[config.mk]
export PLATFORM = sky130hd
export DESIGN_NAME = traffic_seq_ctl
export DESIGN_NICKNAME = d
export VERILOG_FILES = /design/src/rtl/traffic_seq_ctl.sv
export SDC_FILE = /design/constraint.sdc
export NUM_CORES = 1
export LEC_CHECK = 0
export CAP_MARGIN = 20
export CELL_PAD_IN_SITES_DETAIL_PLACEMENT = 1
export CELL_PAD_IN_SITES_GLOBAL_PLACEMENT = 1
export CORE_MARGIN = 8
export CORE_UTILIZATION = 35
export CTS_BUF_LIST = sky130_fd_sc_hd__clkbuf_4
export DETAILED_ROUTE_END_ITERATION = 8
export PLACE_DENSITY = 0.82
export SLEW_MARGIN = 40
export SYNTH_ARGS = -nofsm -noshare
export SYNTH_HDL_FRONTEND = slang
export SYNTH_SLANG_ARGS = --single-unit
[constraint.sdc]
create_clock -name clk -period 1.8 [get_ports clk]
set_clock_uncertainty 0.05 [all_clocks]
set_input_delay 0.18 -clock clk [delete_from_list [all_inputs] [get_ports clk]]
set_output_delay 0.18 -clock clk [all_outputs]
set_load 0.1 [all_outputs]
[src/rtl/traffic_seq_ctl.sv]
// traffic_seq_ctl: round-robin multi-phase traffic-light sequencer with prescaled one-second timing
module traffic_seq_ctl #(
  parameter int NPH   = 3,
  parameter int UCY   = 1000,
  parameter int GRN_T = 10,
  parameter int YEL_T = 3
) (
  input  logic                    clk,
  input  logic                    rst,
  input  logic                    adv,
  input  logic                    hold,
  output logic [NPH-1:0]          go,
  output logic [NPH-1:0]          yel,
  output logic [$clog2(NPH)-1:0]  phase,
  output logic                    tick,
  output logic                    adv_ack
);
  localparam int PW = UCY > 1 ? $clog2(UCY) : 1;
  localparam int MT = GRN_T > YEL_T ? GRN_T : YEL_T;
  localparam int SW = MT > 1 ? $clog2(MT) : 1;
  localparam int HW = $clog2(NPH);
  typedef enum logic {GREEN, YELLOW} mode_e;
  mode_e         mode_q, mode_d;
  logic [HW-1:0] phase_q, phase_d;
  logic [PW-1:0] pre_q, pre_d;
  logic [SW-1:0] sec_q, sec_d;
  logic          adv_ack_q, adv_ack_d;
  logic          term;
  assign tick    = pre_q == PW'(UCY - 1) && !hold;
  assign term    = tick && sec_q == (mode_q == GREEN ? SW'(GRN_T - 1) : SW'(YEL_T - 1));
  assign phase   = phase_q;
  assign go      = {{(NPH-1){1'b0}}, 1'b1} << phase_q;
  assign yel     = mode_q == YELLOW ? go : '0;
  assign adv_ack = adv_ack_q;
  always_comb begin
    mode_d    = mode_q;
    phase_d   = phase_q;
    pre_d     = hold ? pre_q : tick ? '0 : pre_q + 1'b1;
    sec_d     = tick ? sec_q + 1'b1 : sec_q;
    adv_ack_d = 1'b0;
    if (int'(phase_q) >= NPH) begin
      mode_d  = GREEN;
      phase_d = '0;
      pre_d   = '0;
      sec_d   = '0;
    end else if (mode_q == GREEN && (adv || term)) begin
      mode_d    = YELLOW;
      pre_d     = '0;
      sec_d     = '0;
      adv_ack_d = adv;
    end else if (term) begin
      mode_d  = GREEN;
      phase_d = phase_q == HW'(NPH - 1) ? '0 : phase_q + 1'b1;
      pre_d   = '0;
      sec_d   = '0;
    end
  end
  always_ff @(posedge clk) begin
    if (!rst) begin
      mode_q    <= GREEN;
      phase_q   <= '0;
      pre_q     <= '0;
      sec_q     <= '0;
      adv_ack_q <= 1'b0;
    end else begin
      mode_q    <= mode_d;
      phase_q   <= phase_d;
      pre_q     <= pre_d;
      sec_q     <= sec_d;
      adv_ack_q <= adv_ack_d;
    end
  end
endmodule

==> results of run 1 <==
cell type report:
| cell class | instances | area share, % |
|---|---|---|
| Inverter | 2 | 0.544 |
| Clock inverter | 1 | 0.272 |
| Timing Repair Buffer | 25 | 22.8 |
| Tap cell | 30 | 2.72 |
| Sequential cell | 18 | 27.5 |
| Clock buffer | 3 | 1.63 |
| Multi-Input combinational cell | 79 | 44.6 |
per-stage QoR:
| step | area (µm²) | setup slack [ns] | util [%] | TNS, ns |
|---|---|---|---|---|
| floorplan | 992 | -0.289 | - | -0.386 |
| global placement | 1290 | -0.0251 | 52.2 | -0.0634 |
| detailed placement | 1290 | -0.118 | 52.2 | -0.663 |
| CTS | 1360 | -0.0269 | 54.8 | -0.0269 |
| global route | 1380 | -0.0870 | 55.7 | -0.0945 |
| finish | 1380 | -0.0266 | 55.7 | -0.0266 |
critical path: stages, from the launching register on:
cell	delay [ns]
dfxtp_2	0.40
nand4_2	0.18
nand2b_1	0.23
nor4b_4	0.27
buf_12	0.21
registers in the layout (all words and copies together) (netlist names):
register  cells
sec_q         4
phase         2
adv_ack       1
pre_q        10
mode_q        1
layer usage:
layer  vias up  part of all wire (%)  track usage, %
li1        407                     -               -
met1       422                    43            13.6
met2        13                    51            21.5
met3         7                   3.3            3.52
met4         0                   2.3            5.74
met5         -                     0               0
power groups by stage:
stage / clock, mW / sequential [mW] / combinational, mW
5_1_grt: 0.240 / 0.404 / 0.0867
2_1_floorplan: 0 / 0.423 / 0.0399
6_report: 0.211 / 0.403 / 0.0805
4_1_cts: 0.219 / 0.403 / 0.0800
3_5_place_dp: 0 / 0.415 / 0.0752
3_3_place_gp: 0 / 0.415 / 0.0731
placed cells by master, fill, tap and decap left out, types with 2 or more instances in the layout:
cell type	count
nand4b_1	2
buf_12	9
nor3_1	2
a21oi_1	4
clkbuf_4	3
nand2_1	8
inv_1	2
dfxtp_4	4
or3_1	3
nand4_1	2
nor2b_1	3
dfxtp_2	3
mux2i_1	2
nor2_1	15
xnor2_1	6
nand2b_1	2
dfxtp_1	11
clkdlybuf4s50_1	2
nor2b_4	2
xor2_1	4
nor3b_1	2
buf_4	12
o21ai_0	2
how the worst max path moves through the flow:
stage             start  slack (ns)       end
2_1_floorplan  pre_q[0]       -0.29      tick
3_3_place_gp       hold       -0.03      tick
3_5_place_dp       hold       -0.12  pre_q[9]
4_1_cts        pre_q[0]       -0.03      tick
5_1_grt        pre_q[6]       -0.09      tick
6_report       pre_q[6]       -0.03      tick
what timing repair did:
item                       CTS  global route
setup endpoints to repair    7            14
setup buffers                4             0
pin swaps                    3             1
resized for setup            4             5
gates cloned                 0             0
hold buffers                 0             0
kinds of logic after synthesis:
kind of cell / count (synthesis) / synth area share, %
xor gates and xnor gates: 10 / 9.60
buffers and inverters: 4 / 2.47
DFF: 18 / 39.5
adders and majority gates: 2 / 2.74
and+or+nand+nor: 54 / 34.3
muxes: 2 / 2.19
AOI/OAI and AO/OA: 11 / 9.19
==> metrics.md, run 1 <==
| Metric | Value |
|---|---|
| Outcome | complete, but fails checks |
| Violations in the final reports | setup timing |
| Maximum number of pins on one net before global-route repair | 11 |
| Overall die area | 4500 µm² |
| Power consumption | 0.695 mW |
| Count of pins on the block boundary | 14 |
| Overflow left after global routing | 0 |
| Post-layout min period | 1.83 ns |
| Fmax | 547 MHz |
| Hold Crit Endpoint | pre_q[0] |
| Cell row count | 18 |
| Fraction of final layout cells with drive strength greater than 1 | 35.2% |
| Worst vdd rail ir drop | 0.000398 V |
| Multi-input gate area | 616 µm² |
| Wire length of the first global-routing pass | 4350 µm |
| Number of warnings printed during yosys synthesis | 0 |
| Via count | 849 |
| Post-route clock period utilization | 101% |
| Slew at the pin closest to its max-slew limit | 0.342 ns |
| Fraction of synthesized cell area taken by the top area cell type | 39.5% |
| Startpoint-to-endpoint class of the critical path | reg2out |
| Synthesis-to-finish area growth | 51.3% |
| Logic gate share of total power | 11.6% |
| Post-Syn Area per Cell | 9.03 µm² |
| Antenna-violating nets left | 0 |
| Total wirelength of the detailed-routed design | 2500 µm |
| Cell type with the highest aggregate area in the netlist | dfxtp_1 |
| CTS root buffer | clkbuf_4 |
| Final Worst Setup Slack | -0.0266 ns |
| Number of setup violations in the final report | 1 |
| Number of buffers between clock root and the deepest sink | 2 |
| Combined global-route utilization of all metal layers | 12.4% |
| Core ar. | 2480 µm² |
| Number of max-cap violations | 0 |
| Share of flip-flops with an asynchronous set or reset after synthesis | 0% |
| Clk Latency, worst-skew pair | 0.30 ns |
| Number of sinks on the clock net | 18 |
| GP Congestion | 0.812 |
| Count of cells along the worst hold path | 3 |
| Data arrival time at the worst-slack endpoint | 1.60 ns |
| PD cells | 503 nW/µm² |
| # nets final | 135 |
| Internal power | 0.511 mW |
| Part of the total power dissipated in the clock network | 30.4% |
| Worst max-slew margin expressed relative to the limit | 76.9% |
| Origin of the worst min-delay path | hold |
| Post-Synthesis Cells | 101 |
| Crit path launch type | flop |
| Cell count of the worst reg-to-reg path | 5 |
| TritonRoute pass-1 iters | 2 |
| Share of synthesized area occupied by flip-flops and latches | 39.5% |
| Post-synth top cells | 18 x dfxtp_1, 16 x nor2_1, 8 x nand2_1 |
| Antenna violations before repair | 0 |
| Deepest level of the CTS H-tree | 1 |
| Critical R2R Capture | mode_q |
| Critical path required time | 1.57 ns |
| Type of the tightest min-delay check | in2reg |
| DRC violations left | 0 |
| Flop2flop setup slack | 0.07 ns |
| Sequential cell fraction of total power | 58.0% |
| Cell Area, Synth | 912 µm² |
| Biggest area contributors in the synthesized netlist | dfxtp_1 40%, nor2_1 6.6%, xnor2_1 5.8% |
| Total count of max-transition violations in the final report | 0 |
| Number of enable flip-flop cells after synthesis | 0 |
| Dpl hpwl | 1830 µm |
| Leakage Power | 0.517 nW |
| Vias/cell | 5.37 |
| Non-filler instance count after layout | 158 |
| Number of buffers created by CTS | 3 |
| Switching share of power | 26.4% |
| Highest net fanout along the worst path | 4 |
| Die Wd | 67.1 µm |
| Average routed wire per standard cell | 15.8 µm |
| ANT cells | 0 |
| Yosys reg bits | 18 |
| Source of the worst register-to-register timing path | pre_q[0] |
| Clock edge transition at the registers on the reported setup and hold paths | 0.11 ns |
| Distinct cell type count after synthesis | 34 |
| Initial Util | 36.8% |
| Post-Synthesis Net Count | 107 |
| Final-layout worst hold slack | 0.202 ns |
| Sort of element at the end of the critical path | output pin |
| Area used by sequential logic in the layout | 379 µm² |
| Fill cell instance count of the final layout | 278 |
| Final Hold Fails | 0 |
| Most used flip-flop cell after synthesis | dfxtp_1 |
| RSZ-0062 raised after global routing | true |
| Number of global-route vias before repair | 928 |
| Most frequent cell after synthesis | dfxtp_1 |
| Detailed Route Iter0 Violations | 14 |
| Placed cell count | 150 |
| Clock tree from TritonCTS | done |
| Count of port buffers added during placement | 13 |
| Height of the chip | 67.1 µm |
| Switching power total | 0.184 mW |
Power figures use the tool's default switching activity.
==> inputs of run 2 (changes only) <==
--- a/config.mk
+++ b/config.mk
@@ -8,6 +8,7 @@
 export CAP_MARGIN = 20
 export CELL_PAD_IN_SITES_DETAIL_PLACEMENT = 1
 export CELL_PAD_IN_SITES_GLOBAL_PLACEMENT = 1
+export CORE_ASPECT_RATIO = 1.75
 export CORE_MARGIN = 8
 export CORE_UTILIZATION = 35
 export CTS_BUF_LIST = sky130_fd_sc_hd__clkbuf_4
==> run 2 against run 1 <==
  * The flow still finishes with violations (setup timing)
  * Cell count shrank 0.63%
  * First-iteration DRC count decreased by 64%
  * Combinational power fell by 0.7%
  * Non-clock buffer count is 4 higher
  * Routed wire length is 4.3% higher
  * Sequential power hardly changed
  * Clock power decreased by 6%
  * Critical path depth rose by 1
  * Design area up 1.3%
  * Flip-flop and latch count unchanged
  * Register-to-register slack worse by 0.07 ns
==> metrics.md, run 2 (synthesis gave the netlist of run 1 again) <==
| Metric | Value |
|---|---|
| Final Hold Fails | 0 (unchanged) |
| Final non-filler cell area | 1400 µm² (was 1380 µm²) |
| Sort of element at the end of the critical path | output pin (unchanged) |
| Via count | 827 (was 849) |
| Combined global-route utilization of all metal layers | 12.8% (was 12.4%) |
| CTS root buffer | clkbuf_4 (unchanged) |
| Type of the tightest min-delay check | in2reg (unchanged) |
| Cell row count | 24 (was 18) |
| Worst vdd rail ir drop | 0.000468 V (was 0.000398 V) |
| Synthesis-to-finish area growth | 53.2% (was 51.3%) |
| Internal power | 0.509 mW (was 0.511 mW) |
| Initial Util | 36.6% (was 36.8%) |
| Most used cells in the layout excluding fill and tap cells | 17 x buf_4, 15 x nor2_1, 14 x dfxtp_1 (was 15 x nor2_1, 12 x buf_4, 11 x dfxtp_1) |
| Overflow left after global routing | 0 (unchanged) |
| Die Wd | 54.6 µm (was 67.1 µm) |
| Highest net fanout along the worst path | 3 (was 4) |
| Fraction of final layout cells with drive strength greater than 1 | 38.2% (was 35.2%) |
| Dpl hpwl | 2100 µm (was 1830 µm) |
| Post-layout min period | 1.84 ns (was 1.83 ns) |
| Startpoint-to-endpoint class of the critical path | reg2out (unchanged) |
| Count of port buffers added during placement | 13 (unchanged) |
| Maximum number of pins on one net before global-route repair | 10 (was 11) |
| Post-route clock period utilization | 102% (was 101%) |
| Average routed wire per standard cell | 16.6 µm (was 15.8 µm) |
| Clock edge transition at the registers on the reported setup and hold paths | 0.09 ns (was 0.11 ns) |
| Accumulated negative setup slack | -0.0495 ns (was -0.0266 ns) |
| Core ar. | 2490 µm² (was 2480 µm²) |
| DRC violations left | 0 (unchanged) |
| Number of setup violations in the final report | 3 (was 1) |
| Most common library cell in the layout ignoring fill and taps | buf_4 (was nor2_1) |
| Fmax | 543 MHz (was 547 MHz) |
| Critical path required time | 1.57 ns (about the same) |
| Count of pins on the block boundary | 14 (unchanged) |
| Antenna violations before repair | 0 (unchanged) |
| Crit path launch type | flop (unchanged) |
| Deepest level of the CTS H-tree | 1 (unchanged) |
| Part of the total power dissipated in the clock network | 29.1% (was 30.4%) |
| Sequential cell fraction of total power | 59.2% (was 58.0%) |
| Total wirelength of the detailed-routed design | 2610 µm (was 2500 µm) |
| Switching share of power | 25.5% (was 26.4%) |
| Worst Setup Slack post-DPL | -0.0589 ns (was -0.118 ns) |
| Post-Place Cell Area | 1320 µm² (was 1290 µm²) |
| Number of buffers between clock root and the deepest sink | 2 (unchanged) |
| Violations in the final reports | setup timing (unchanged) |
| Number of buffers created by CTS | 3 (unchanged) |
| Clk Latency, worst-skew pair | 0.30 ns (about the same) |
| Logic gate share of total power | 11.7% (was 11.6%) |
| Total count of max-transition violations in the final report | 0 (unchanged) |
| Number of max-cap violations | 0 (unchanged) |
| Data arrival time at the worst-slack endpoint | 1.61 ns (was 1.60 ns) |
| Leakage Power | 0.524 nW (was 0.517 nW) |
| Switching power total | 0.174 mW (was 0.184 mW) |
| GP Congestion | 0.845 (was 0.812) |
| Register with the most flip-flops | pre_q (unchanged) |
| Count of cells along the worst hold path | 2 (was 3) |
| Power consumption | 0.683 mW (was 0.695 mW) |
| Detailed Route Iter0 Violations | 5 (was 14) |
| ANT cells | 0 (unchanged) |
| Vias/cell | 5.27 (was 5.37) |
| Wire length of the first global-routing pass | 4480 µm (was 4350 µm) |
| TritonRoute pass-1 iters | 2 (unchanged) |
| Fill cell instance count of the final layout | 288 (was 278) |
| Worst max-slew margin expressed relative to the limit | 71.6% (was 76.9%) |
| Number of global-route vias before repair | 935 (was 928) |
| Final Worst Setup Slack | -0.0421 ns (was -0.0266 ns) |
| Number of flip-flops under the largest register name | 10 (unchanged) |
| Clock tree from TritonCTS | done (unchanged) |
| Antenna-violating nets left | 0 (unchanged) |
| Outcome | complete, but fails checks (unchanged) |
| Height of the chip | 83.5 µm (was 67.1 µm) |
| # nets final | 139 (was 135) |
| Cell count of the worst reg-to-reg path | 6 (was 5) |
| Overall die area | 4560 µm² (was 4500 µm²) |
| Number of sinks on the clock net | 18 (unchanged) |
| PD cells | 489 nW/µm² (was 503 nW/µm²) |
| Share of the core filled with cells in the final layout | 56.1% (was 55.7%) |
| RSZ-0062 raised after global routing | true (unchanged) |
| Slew at the pin closest to its max-slew limit | 0.424 ns (was 0.342 ns) |
run 2: final timing paths:
kind,to,startpoint,slack (ns)
max,tick,pre_q[0],-0.04
min,phase[1],rst,0.44
max reg2reg,pre_q[1],pre_q[0],0
min reg2reg,sec_q[3],sec_q[3],0.49
run 2: what timing repair did:
action,4_1_cts,5_1_grt
setup endpoints to repair,8,7
hold buffers,0,0
pin swaps,3,3
buffers inserted,2,2
gates cloned,0,0
resized for setup,0,6
endpoints found under the hold margin,0,0
run 2: power by group through the flow:
stage               Combinational [mW]  Clock, mW  Sequential, mW
finish                          0.0799      0.199           0.405
CTS                             0.0789      0.209           0.405
global route                    0.0861      0.228           0.406
global placement                0.0755          0           0.414
floorplan                       0.0399          0           0.423
detailed placement              0.0785          0           0.414
run 2: final cells by class:
cell class	count	area, µm²	share of cell area [%]
Clock buffer	3	22.5	1.61
Tap cell	26	32.5	2.33
Multi-Input combinational cell	79	627	44.9
Timing Repair Buffer	29	338	24.2
Sequential cell	18	370	26.5
Inverter	2	7.51	0.537
run 2: worst max-delay path, stage by stage (launching register included):
cell and delay, ns:
dfxtp_2 0.37, ha_4 0.15, and3b_2 0.24, nand2b_4 0.07
nor4b_4 0.27, buf_12 0.21
run 2: through the flow:
stage	cells	hold slack, ns
6_report	157	0.441
5_1_grt	157	0.432
4_1_cts	155	0.437
3_5_place_dp	150	0.476
3_3_place_gp	150	0.469
2_1_floorplan	101	0.257
run 2: per-layer routing:
metal  GRT usage, %  up-vias  part of all wire, %
met1           12.0      400                   35
met2           23.8        7                   61
met3           2.68        7                  1.7
li1               -      413                    -
met4           5.63        0                  2.7
met5              0        -                    0
==> inputs of run 3 (changes only) <==
--- a/config.mk
+++ b/config.mk
@@ -9,7 +9,7 @@
 export CELL_PAD_IN_SITES_DETAIL_PLACEMENT = 1
 export CELL_PAD_IN_SITES_GLOBAL_PLACEMENT = 1
 export CORE_ASPECT_RATIO = 1.75
-export CORE_MARGIN = 8
+export CORE_MARGIN = 2
 export CORE_UTILIZATION = 35
 export CTS_BUF_LIST = sky130_fd_sc_hd__clkbuf_4
 export DETAILED_ROUTE_END_ITERATION = 8
==> run 3 against run 2 <==
  * The flow still finishes with violations (setup timing)
  * Count of clock-buffer cells in the layout is the same
  * Non-clock buffer count is 1 lower
  * Worst hold slack worse by 0.027 ns
  * Global-route usage rose by 4.3 points
  * Critical path depth stayed put
  * Die area down 33%
  * Worst setup slack improved by 0.021 ns
  * Clock power rose by 7%
  * Maximum frequency is 1.1% higher
  * Critical path type unchanged
==> metrics.md, run 3 (synthesis gave the netlist of run 1 again) <==
| Metric | Value |
|---|---|
| Count of cells along the worst hold path | 2 (unchanged) |
| ANT cells | 0 (unchanged) |
| Max stage delay on crit path | 0.37 ns (about the same) |
| Register with the most flip-flops | pre_q (unchanged) |
| Maximum number of pins on one net before global-route repair | 11 (was 10) |
| Wire length of the first global-routing pass | 4030 µm (was 4480 µm) |
| Sort of element at the end of the critical path | output pin (unchanged) |
| Highest net fanout along the worst path | 4 (was 3) |
| Critical R2R Capture | mode_q (was pre_q[1]) |
| DRC violations left | 0 (unchanged) |
| GRT met2 Usage | 31.6% (was 23.8%) |
| Clock edge transition at the registers on the reported setup and hold paths | 0.10 ns (was 0.09 ns) |
| PD cells | 505 nW/µm² (was 489 nW/µm²) |
| Synthesis-to-finish area growth | 51.9% (was 53.2%) |
| Critical Path Slowest Stage Cell | dfxtp_4 (was dfxtp_2) |
| Origin of the worst min-delay path | rst (unchanged) |
| Antenna-violating nets left | 0 (unchanged) |
| Violations in the final reports | setup timing (unchanged) |
| Cell count of the worst reg-to-reg path | 5 (was 6) |
| Worst vdd rail ir drop | 0.000352 V (was 0.000468 V) |
| Critical path required time | 1.57 ns (about the same) |
| Fraction of final layout cells with drive strength greater than 1 | 35.1% (was 38.2%) |
| Initial Util | 36.6% (unchanged) |
| Number of global-route vias before repair | 888 (was 935) |
| Crit path launch type | flop (unchanged) |
| Fill cell instance count of the final layout | 292 (was 288) |
| Number of buffers created by CTS | 3 (unchanged) |
| Number of sinks on the clock net | 18 (unchanged) |
| Cell row count | 24 (unchanged) |
| Overall die area | 3050 µm² (was 4560 µm²) |
| Met1 Track Usage GR | 18.9% (was 12.0%) |
| Via count | 847 (was 827) |
| Number of flip-flops under the largest register name | 10 (unchanged) |
| Slew at the pin closest to its max-slew limit | 0.377 ns (was 0.424 ns) |
| Final Hold Fails | 0 (unchanged) |
| Worst max-slew margin expressed relative to the limit | 74.5% (was 71.6%) |
| Fmax | 549 MHz (was 543 MHz) |
| Count of port buffers added during placement | 13 (unchanged) |
| Vias/cell | 5.39 (was 5.27) |
| Area used by sequential logic in the layout | 377 µm² (was 370 µm²) |
| GR Util met3 | 2.27% (was 2.68%) |
| Accumulated negative setup slack | -0.0214 ns (was -0.0495 ns) |
| Final Worst Setup Slack | -0.0214 ns (was -0.0421 ns) |
| Number of setup violations in the final report | 1 (was 3) |
| Final non-filler cell area | 1390 µm² (was 1400 µm²) |
| Antenna violations before repair | 0 (unchanged) |
| Type of the tightest min-delay check | in2reg (unchanged) |
| Post-route clock period utilization | 101% (was 102%) |
| Hold-fix buffer count after cts | 0 (unchanged) |
| Most used cells in the layout excluding fill and tap cells | 15 x nor2_1, 15 x buf_4, 13 x dfxtp_1 (was 17 x buf_4, 15 x nor2_1, 14 x dfxtp_1) |
| Dpl hpwl | 1800 µm (was 2100 µm) |
| Ordered cell list for the critical path | ha_4 -> and3b_1 -> nand2b_1 -> nor4b_4 -> buf_12 (was ha_4 -> and3b_2 -> nand2b_4 -> nor4b_4 -> buf_12) |
| Outcome | complete, but fails checks (unchanged) |
| TritonRoute pass-1 iters | 4 (was 2) |
| Number of max-cap violations | 0 (unchanged) |
| Total wirelength of the detailed-routed design | 2440 µm (was 2610 µm) |
| Clk Latency, worst-skew pair | 0.30 ns (about the same) |
| Average routed wire per standard cell | 15.5 µm (was 16.6 µm) |
| Core ar. | 2490 µm² (unchanged) |
| # nets final | 138 (was 139) |
| Most used routing layer in global routing | met2 (unchanged) |
| Deepest level of the CTS H-tree | 1 (unchanged) |
| Leakage Power | 0.512 nW (was 0.524 nW) |
| Count of pins on the block boundary | 14 (unchanged) |
| Hold Crit Endpoint | phase[1] (unchanged) |
| Die Wd | 42.6 µm (was 54.6 µm) |
| Post-layout min period | 1.82 ns (was 1.84 ns) |
| Flop2flop setup slack | 0.05 ns (was 0 ns) |
| Number of buffers between clock root and the deepest sink | 2 (unchanged) |
| Data arrival time at the worst-slack endpoint | 1.59 ns (was 1.61 ns) |
| Source of the worst register-to-register timing path | pre_q[0] (unchanged) |
| Total count of max-transition violations in the final report | 0 (unchanged) |
| CTS root buffer | clkbuf_4 (unchanged) |
| Height of the chip | 71.5 µm (was 83.5 µm) |
| Overflow left after global routing | 0 (unchanged) |
| Clock tree from TritonCTS | done (unchanged) |
| Combined global-route utilization of all metal layers | 17.1% (was 12.8%) |
| Multi-input gate area | 608 µm² (was 627 µm²) |
| Detailed Route Iter0 Violations | 9 (was 5) |
| Startpoint-to-endpoint class of the critical path | reg2out (unchanged) |
| GP Congestion | 0.844 (was 0.845) |
| RSZ-0062 raised after global routing | true (unchanged) |
| Post-Place Cell Area | 1280 µm² (was 1320 µm²) |
run 3: layout make-up:
cell class                 count  share of cell area, %
multi-input combinational     79                   43.9
sequential                    18                   27.2
timing repair buffer          28                   24.1
tap                           26                   2.35
clock buffer                   3                   1.63
inverter                       2                  0.542
clock inverter                 1                  0.271
run 3: how the worst max path moves through the flow:
| stage | startpoint | endpoint | slack, ns | cells after the start |
|---|---|---|---|---|
| global route | pre_q[0] | tick | -0.1 | 5 |
| detailed placement | hold | sec_q[1] | 0.005 | 5 |
| global placement | hold | tick | 0.06 | 5 |
| finish | pre_q[0] | tick | -0.02 | 5 |
| floorplan | pre_q[0] | tick | -0.29 | 4 |
| CTS | pre_q[0] | tick | -0.03 | 5 |
run 3: stage by stage:
step / cells / hold WS, ns / util, % / power, mW / setup WS [ns]
CTS: 152 / 0.404 / 53.6 / 0.704 / -0.0344
detailed placement: 145 / 0.445 / 51.4 / 0.490 / 0.00532
finish: 157 / 0.415 / 55.6 / 0.700 / -0.0214
floorplan: 101 / 0.257 / - / 0.463 / -0.289
global route: 157 / 0.422 / 55.6 / 0.731 / -0.0994
global placement: 145 / 0.437 / 51.4 / 0.487 / 0.0582
run 3: repair_timing:
| item | CTS | global route |
|---|---|---|
| resized for setup | 3 | 4 |
| buffers inserted | 3 | 5 |
| endpoints found under the setup margin | 2 | 7 |
| pin swaps | 2 | 3 |
run 3: report_power, final:
| group | internal (mW) | switching [mW] |
|---|---|---|
| Clock | 0.0811 | 0.131 |
| Sequential | 0.399 | 0.00479 |
| Combinational | 0.0343 | 0.0501 |
| Total | 0.514 | 0.186 |
run 3: worst max-delay path: cells and delay by family (launching register included):
| family | cells | cell delay [ns] |
|---|---|---|
| DFF | 1 | 0.37 |
| buffers and inverters | 1 | 0.21 |
| and+or+nand+nor | 3 | 0.55 |
| adders and majority gates | 1 | 0.14 |
run 3: routing by layer:
layer / wire length, µm / up-vias
met1: 920 / 414
met3: 54 / 7
met5: 0 / -
li1: - / 415
met2: 1380 / 11
met4: 81 / 0
